===== config.mk =====
export PLATFORM = sky130hd
export DESIGN_NAME = rom_bus_controller
export DESIGN_NICKNAME = d
export VERILOG_FILES = /design/src/rtl/bus_pkg.sv /design/src/rtl/bus_phase_counter.sv /design/src/rtl/rom_bus_controller.sv
export SDC_FILE = /design/constraint.sdc
export NUM_CORES = 1
export LEC_CHECK = 0
export CAP_MARGIN = 20
export CORE_MARGIN = 1
export CORE_UTILIZATION = 40
export CTS_CLUSTER_SIZE = 10
export DETAILED_ROUTE_END_ITERATION = 7
export PLACE_DENSITY = 0.74
export SLEW_MARGIN = 20
export SYNTH_ARGS = -nofsm -noshare
export SYNTH_HDL_FRONTEND = slang
export SYNTH_SLANG_ARGS = --single-unit

===== constraint.sdc =====
create_clock -name clock -period 1.87 [get_ports clock]
set_clock_uncertainty 0.05 [all_clocks]
set_input_delay 0.374 -clock clock [delete_from_list [all_inputs] [get_ports clock]]
set_output_delay 0.374 -clock clock [all_outputs]
set_load 0.02 [all_outputs]

===== src/rtl/bus_pkg.sv =====
// rtl/bus_pkg.sv - shared types, opcode constants and decode helper for the ROM bus sequencer
//
// Purpose: bus phase enumeration, I/O opcode constants and the two-word
//          instruction classifier used by the phase counter and the top.
// Ports:   none (package).

package bus_pkg;

  typedef enum logic [3:0] {
    PH_IDLE = 4'd0,
    PH_A1   = 4'd1,
    PH_A2   = 4'd2,
    PH_A3   = 4'd3,
    PH_M1   = 4'd4,
    PH_M2   = 4'd5,
    PH_X1   = 4'd6,
    PH_X2   = 4'd7,
    PH_X3   = 4'd8
  } phase_e;

  localparam logic [3:0] OPR_IO  = 4'hE;
  localparam logic [3:0] OPA_WRR = 4'h2;
  localparam logic [3:0] OPA_RDR = 4'hA;
  localparam logic [3:0] OPR_SRC = 4'h2;

  // The word fetched in the following instruction cycle is an operand, not an opcode.
  // For OPR 2/3 only the even OPA forms (FIM, FIN) carry a second word; the odd
  // forms (SRC, JIN) are single-word.
  function automatic logic is_two_word(input logic [7:0] opcode);
    logic result;
    case (opcode[7:4])
      4'h1, 4'h4, 4'h5, 4'h7: result = 1'b1;
      4'h2, 4'h3:             result = ~opcode[0];
      default:                result = 1'b0;
    endcase
    return result;
  endfunction

endpackage


===== src/rtl/bus_phase_counter.sv =====
// rtl/bus_phase_counter.sv - 8-phase instruction cycle tracker with sync anomaly detection
//
// Purpose: follows the CPU instruction cycle A1..X3, re-aligning to A1 whenever
//          sync is seen, and flags a sync that arrives early or is missing in X3.
// Ports:
//   clock_i        system clock, one bus phase per clock
//   reset_n_i      synchronous active-low reset
//   sync_i         CPU sync, high during X3
//   phase_o        current (registered) bus phase
//   sync_error_o   one-clock pulse in the phase following an anomaly

module bus_phase_counter
  import bus_pkg::*;
(
  input  logic   clock_i,
  input  logic   reset_n_i,
  input  logic   sync_i,
  output phase_e phase_o,
  output logic   sync_error_o
);

  phase_e phase_q, phase_d;
  logic   sync_error_q, sync_error_d;

  always_comb begin
    phase_d      = phase_q;
    sync_error_d = 1'b0;
    case (phase_q)
      PH_IDLE: begin
        if (sync_i) phase_d = PH_A1;
      end
      PH_X3: begin
        // Always wrap; a missing sync is reported but the cycle still restarts.
        phase_d      = PH_A1;
        sync_error_d = ~sync_i;
      end
      default: begin
        if (sync_i) begin
          phase_d      = PH_A1;
          sync_error_d = 1'b1;
        end else begin
          case (phase_q)
            PH_A1:   phase_d = PH_A2;
            PH_A2:   phase_d = PH_A3;
            PH_A3:   phase_d = PH_M1;
            PH_M1:   phase_d = PH_M2;
            PH_M2:   phase_d = PH_X1;
            PH_X1:   phase_d = PH_X2;
            PH_X2:   phase_d = PH_X3;
            default: phase_d = PH_IDLE;
          endcase
        end
      end
    endcase
  end

  always_ff @(posedge clock_i) begin
    if (!reset_n_i) begin
      phase_q      <= PH_IDLE;
      sync_error_q <= 1'b0;
    end else begin
      phase_q      <= phase_d;
      sync_error_q <= sync_error_d;
    end
  end

  assign phase_o      = phase_q;
  assign sync_error_o = sync_error_q;

endmodule


===== src/rtl/rom_bus_controller.sv =====
// rtl/rom_bus_controller.sv - memory-side sequencer for the shared 4-bit CPU bus
//
// Purpose: assembles the 12-bit fetch address from A1..A3, drives the opcode
//          nibbles from program ROM in M1/M2, and services SRC/WRR/RDR for one
//          4-bit I/O port.
// Ports:
//   clock, reset_n     clock and synchronous active-low reset
//   sync               CPU sync (high in X3)
//   data_in            bus value driven by the CPU
//   data_out, data_oe  bus value and drive enable from this block
//   rom_addr, rom_rd   registered fetch address and ROM read strobe (M1/M2)
//   rom_data           combinational ROM word for rom_addr
//   io_in, io_out      input port (RDR) and output port register (WRR)
//   sync_error         one-clock pulse on a sync anomaly

module rom_bus_controller
  import bus_pkg::*;
#(
  parameter logic [3:0] CHIP_ID = 4'h0
) (
  input  logic        clock,
  input  logic        reset_n,
  input  logic        sync,
  input  logic [3:0]  data_in,
  output logic [3:0]  data_out,
  output logic        data_oe,
  output logic [11:0] rom_addr,
  output logic        rom_rd,
  input  logic [7:0]  rom_data,
  input  logic [3:0]  io_in,
  output logic [3:0]  io_out,
  output logic        sync_error
);

  phase_e phase;

  bus_phase_counter u_phase (
    .clock_i      (clock),
    .reset_n_i    (reset_n),
    .sync_i       (sync),
    .phase_o      (phase),
    .sync_error_o (sync_error)
  );

  logic [3:0]  addr_lo_q,     addr_lo_d;
  logic [3:0]  addr_mid_q,    addr_mid_d;
  logic [11:0] rom_addr_q,    rom_addr_d;
  logic [7:0]  opcode_q,      opcode_d;
  logic        second_word_q, second_word_d;
  logic        selected_q,    selected_d;
  logic [3:0]  io_out_q,      io_out_d;

  // I/O decode applies only to a genuine opcode, never to an operand word.
  logic is_src, is_wrr, is_rdr;
  assign is_src = ~second_word_q && (opcode_q[7:4] == OPR_SRC) && opcode_q[0];
  assign is_wrr = ~second_word_q && (opcode_q == {OPR_IO, OPA_WRR});
  assign is_rdr = ~second_word_q && (opcode_q == {OPR_IO, OPA_RDR});

  always_comb begin
    addr_lo_d     = addr_lo_q;
    addr_mid_d    = addr_mid_q;
    rom_addr_d    = rom_addr_q;
    opcode_d      = opcode_q;
    second_word_d = second_word_q;
    selected_d    = selected_q;
    io_out_d      = io_out_q;
    case (phase)
      PH_A1: addr_lo_d  = data_in;
      PH_A2: addr_mid_d = data_in;
      PH_A3: begin
        // A resync in A3 abandons the partial address instead of publishing it.
        if (!sync) rom_addr_d = {data_in, addr_mid_q, addr_lo_q};
      end
      PH_M1: opcode_d = rom_data;
      PH_X2: begin
        if (is_src)                selected_d = (data_in == CHIP_ID);
        if (is_wrr && selected_q)  io_out_d   = data_in;
      end
      PH_X3: begin
        // Only a completed cycle updates the flag, so an interrupted cycle keeps it pending.
        second_word_d = second_word_q ? 1'b0 : is_two_word(opcode_q);
      end
      default: ;
    endcase
  end

  always_ff @(posedge clock) begin
    if (!reset_n) begin
      addr_lo_q     <= 4'h0;
      addr_mid_q    <= 4'h0;
      rom_addr_q    <= 12'h000;
      opcode_q      <= 8'h00;
      second_word_q <= 1'b0;
      selected_q    <= 1'b0;
      io_out_q      <= 4'h0;
    end else begin
      addr_lo_q     <= addr_lo_d;
      addr_mid_q    <= addr_mid_d;
      rom_addr_q    <= rom_addr_d;
      opcode_q      <= opcode_d;
      second_word_q <= second_word_d;
      selected_q    <= selected_d;
      io_out_q      <= io_out_d;
    end
  end

  // Bus drive depends only on registered phase/opcode/selected; data paths
  // come straight from rom_data and io_in.
  always_comb begin
    data_oe  = 1'b0;
    data_out = 4'h0;
    case (phase)
      PH_M1: begin
        data_oe  = 1'b1;
        data_out = rom_data[7:4];
      end
      PH_M2: begin
        data_oe  = 1'b1;
        data_out = rom_data[3:0];
      end
      PH_X2: begin
        if (is_rdr && selected_q) begin
          data_oe  = 1'b1;
          data_out = io_in;
        end
      end
      default: ;
    endcase
  end

  assign rom_rd   = (phase == PH_M1) || (phase == PH_M2);
  assign rom_addr = rom_addr_q;
  assign io_out   = io_out_q;

endmodule

==> results.py <==
metrics = {
    "status": {
        "violations": "setup timing",
        "status": "complete, but fails checks",
    },
    "clock_tree": {
        "clock_sinks": 39,
        "root_buffer": "clkbuf_8",
        "cts.path.max_buffers": 2,
        "cts_htree_levels": 2,
        "tritoncts": "done",
        "ctsHoldBuffers": 0,
        "cts.clk_slew.worst_paths_ns": 0.07,
        "clk-insertion-delay-late_ns": 0.29,
        "numCtsBuffers": 5,
    },
    "cells_and_area": {
        "synthToLayoutAreaGrowth_pct": 43.6,
        "nets": 280,
        "instances_no_fill": 312,
        "final_layout_size_suffix_gt1_share_pct": 20.2,
        "n_antenna_cell": 0,
        "fin_area_um2": 2570,
    },
    "worst_setup_path": {
        "slowest_stage": "or4_4",
        "worstPathArrival_ns": 1.66,
        "reg2reg_depth": 4,
        "worstPathCellList": "nand3b_1, or4_4, o21ai_2, buf_6",
        "critical_path.reg2reg.endpoint": "io_out[3]",
        "r2r-start": "opcode_q[3]",
        "path_class": "flop to primary output",
        "slowest_delay_ns": 0.59,
        "path_max_fanout": 5,
        "cp-start-kind": "flop",
        "r2r_setup_slack_ns": 0.24,
        "cp_top_family": "simple AND/OR/NAND/NOR gates",
        "crit_buf_inv": 1,
        "cp.required_ns": 1.45,
        "cp-end-kind": "primary output",
    },
    "place": {
        "gp_congestion": 0.788,
        "io_buffers": 41,
        "hpwl_um": 3070,
        "postPlaceCellArea_um2": 2390,
        "post-place-cells": 304,
    },
    "timing": {
        "finalSetupViolCount": 6,
        "finalCritPeriodShare_pct": 111,
        "relSlewSlack_pct": 66.4,
        "final_max_slew_viol_count": 0,
        "rsz0062_at_grt": "true",
        "setup_ws_ns": -0.210,
        "worstMarginPinSlew_ns": 0.502,
        "fin_crit_ns": 2.08,
        "fmax_mhz": 481,
        "hold_violations": 0,
    },
    "power_and_ir_drop": {
        "ir_drop_v": 0.000371,
        "pwr-share-comb_pct": 8.7,
        "seq_power_share_pct": 46.1,
        "p_leak_nw": 0.956,
        "powerDensity_nw_per_um2": 717,
        "net-switching-power_w": 0.000386,
        "p_total_w": 0.00184,
        "p_int_w": 0.00146,
        "pwr-share-clk_pct": 45.3,
        "sw_frac_of_total_pct": 21.0,
    },
    "detailed_routing": {
        "ant_nets": 0,
        "drc_errors": 0,
        "first_pass_iters": 4,
        "routed_wire_length_per_instance_um": 14.1,
        "vias": 1595,
        "drtIter0Drc": 51,
        "routed_via_density": 5.11,
        "drt-total-wl_um": 4400,
    },
    "synthesis": {
        "syn_nets": 219,
        "synthCells": 200,
        "synth_area_leaders": "dfxtp_1 (44%), mux2i_1 (7.3%), nand2_1 (6.7%), a21oi_1 (6.4%), o21ai_1 (4.2%)",
        "synth-main-ff-cell": "dfxtp_1",
        "ys_types": 34,
        "synth_seq_cells": 39,
        "avgSynthCellArea_um2": 8.95,
        "async_reset_ff_share_pct": 0,
        "synth.largest_area_cell": "dfxtp_1",
        "synth-edff-count": 0,
        "synth_area_um2": 1790,
        "synth_warnings": 0,
        "synthTopCellsByCount": "dfxtp_1 (39), nand2_1 (32), a21oi_1 (23)",
        "synth_most_common_cell": "dfxtp_1",
        "synth_top_area_share_pct": 43.6,
        "seq_area_frac_synth_pct": 43.6,
    },
    "global_routing": {
        "grt_usage_pct": 20.1,
        "antenna_found_initial": 0,
        "grt_pass1_wl_um": 6930,
        "grt_pass1_vias": 1450,
        "grt_max_degree": 21,
        "grt-ovfl-total": 0,
    },
    "floorplanning": {
        "initial_core_util_pct": 43.2,
        "core_um2": 4140,
        "rows": 23,
        "die_x_um": 68.9,
        "dieArea_um2": 4740,
        "die_h_um": 68.9,
        "ios": 42,
    },
    "hold_path": {
        "min-delay-start": "opcode_q[2]",
        "min_path_cells": 2,
        "min_to": "opcode_q[2]",
        "hp-class": "flop to flop",
    },
    "run": {
        "max_cap_viol_count": 0,
    },
}
how the worst max path moves through the flow:
stage | slack [ns] | endpoint | cells past startpoint | from
floorplan | -0.03 | data_out[0] | 3 | u_phase.phase_o[0]
global placement | -0.33 | data_out[3] | 4 | opcode_q[2]
detailed placement | -0.34 | data_out[2] | 4 | opcode_q[2]
CTS | -0.21 | data_out[2] | 4 | opcode_q[2]
global route | -0.27 | data_out[0] | 4 | opcode_q[2]
finish | -0.21 | data_out[3] | 4 | opcode_q[2]
cells by family (layout without fill, tap and decap cells):
| family | Yosys count | in the layout | share of synthesized area (%) |
|---|---|---|---|
| AND/OR/NAND/NOR | 80 | 80 | 28.3 |
| AO/OA/AOI/OAI | 42 | 42 | 12.1 |
| multiplexers | 17 | 17 | 9.79 |
| flip-flops | 39 | 39 | 43.6 |
| buffers and inverters | 19 | 81 | 4.76 |
| XOR/XNOR | 3 | 3 | 1.47 |
stage by stage:
step | hold WS, ns | setup TNS (ns) | utilization [%] | setup WS (ns)
floorplan | 0.381 | -0.105 | - | -0.0262
global placement | 0.396 | -1.63 | 57.8 | -0.332
detailed placement | 0.399 | -1.68 | 57.8 | -0.343
CTS | 0.413 | -0.978 | 61.3 | -0.207
global route | 0.432 | -1.33 | 62.0 | -0.269
finish | 0.413 | -0.956 | 62.0 | -0.210
worst reg2reg max path: cells and delay by family (launching register included):
family	cells	cell delay, ns
AND/OR/NAND/NOR	2	0.82
flip-flops	1	0.33
buffers and inverters	1	0.14
multiplexers	1	0.23
area by class of cell:
cell class	instances	area (um^2)
inverters	6	22.5
clock buffers	6	72.6
repair buffers	67	609
multi-input cells	142	960
flip-flops and latches	39	782
fillers	384	1580
well taps	50	62.6
clock inverters	2	60.1
cells in the final DEF (no fill, tap or decap), drive strengths merged, types with 2 or more instances in the layout:
cell           count
inv                6
mux2i             13
nor2              11
xor2               2
o21ai             17
clkdlybuf4s50     35
nor4               3
nand2             32
nand3             12
nor3               2
buf               31
or3b               2
dfxtp             39
mux2               4
nand4bb            3
clkbuf             6
bufinv             2
nor4b              4
nand2b             2
nand3b             3
a21oi             23
power groups by stage:
stage                     clock (W)  sequential, W  combinational, W
after detailed placement          0       0.000868          0.000158
after global routing       0.000883       0.000850          0.000173
after floorplan                   0       0.000870         0.0000728
final                      0.000834       0.000849          0.000159
after global placement            0       0.000867          0.000155
after CTS                  0.000842       0.000849          0.000159
sequential cells by signal, indices dropped and copies added, names as in the netlist:
name / cells
rom_addr: 12
u_phase.phase_o: 4
second_word_q: 1
io_out: 4
selected_q: 1
addr_lo_q: 4
opcode_q: 8
addr_mid_q: 4
u_phase.sync_error_o: 1
metal layers:
| layer | wire [um] | GRT usage, % | part of all wire [%] | vias up |
|---|---|---|---|---|
| met4 | 23 | 5.61 | 0.52 | 0 |
| met2 | 2090 | 30.6 | 48 | 28 |
| met1 | 2140 | 27.6 | 49 | 743 |
| met5 | 0 | 0 | 0 | - |
| met3 | 146 | 5.43 | 3.3 | 2 |
| li1 | - | - | - | 822 |
timing repair:
| action | in CTS | in global routing |
|---|---|---|
| resized for setup | 34 | 4 |
| pin swaps | 1 | 0 |
| setup buffers | 0 | 0 |
| endpoints found under the setup margin | 6 | 6 |
(Power assumes the default switching activity.)
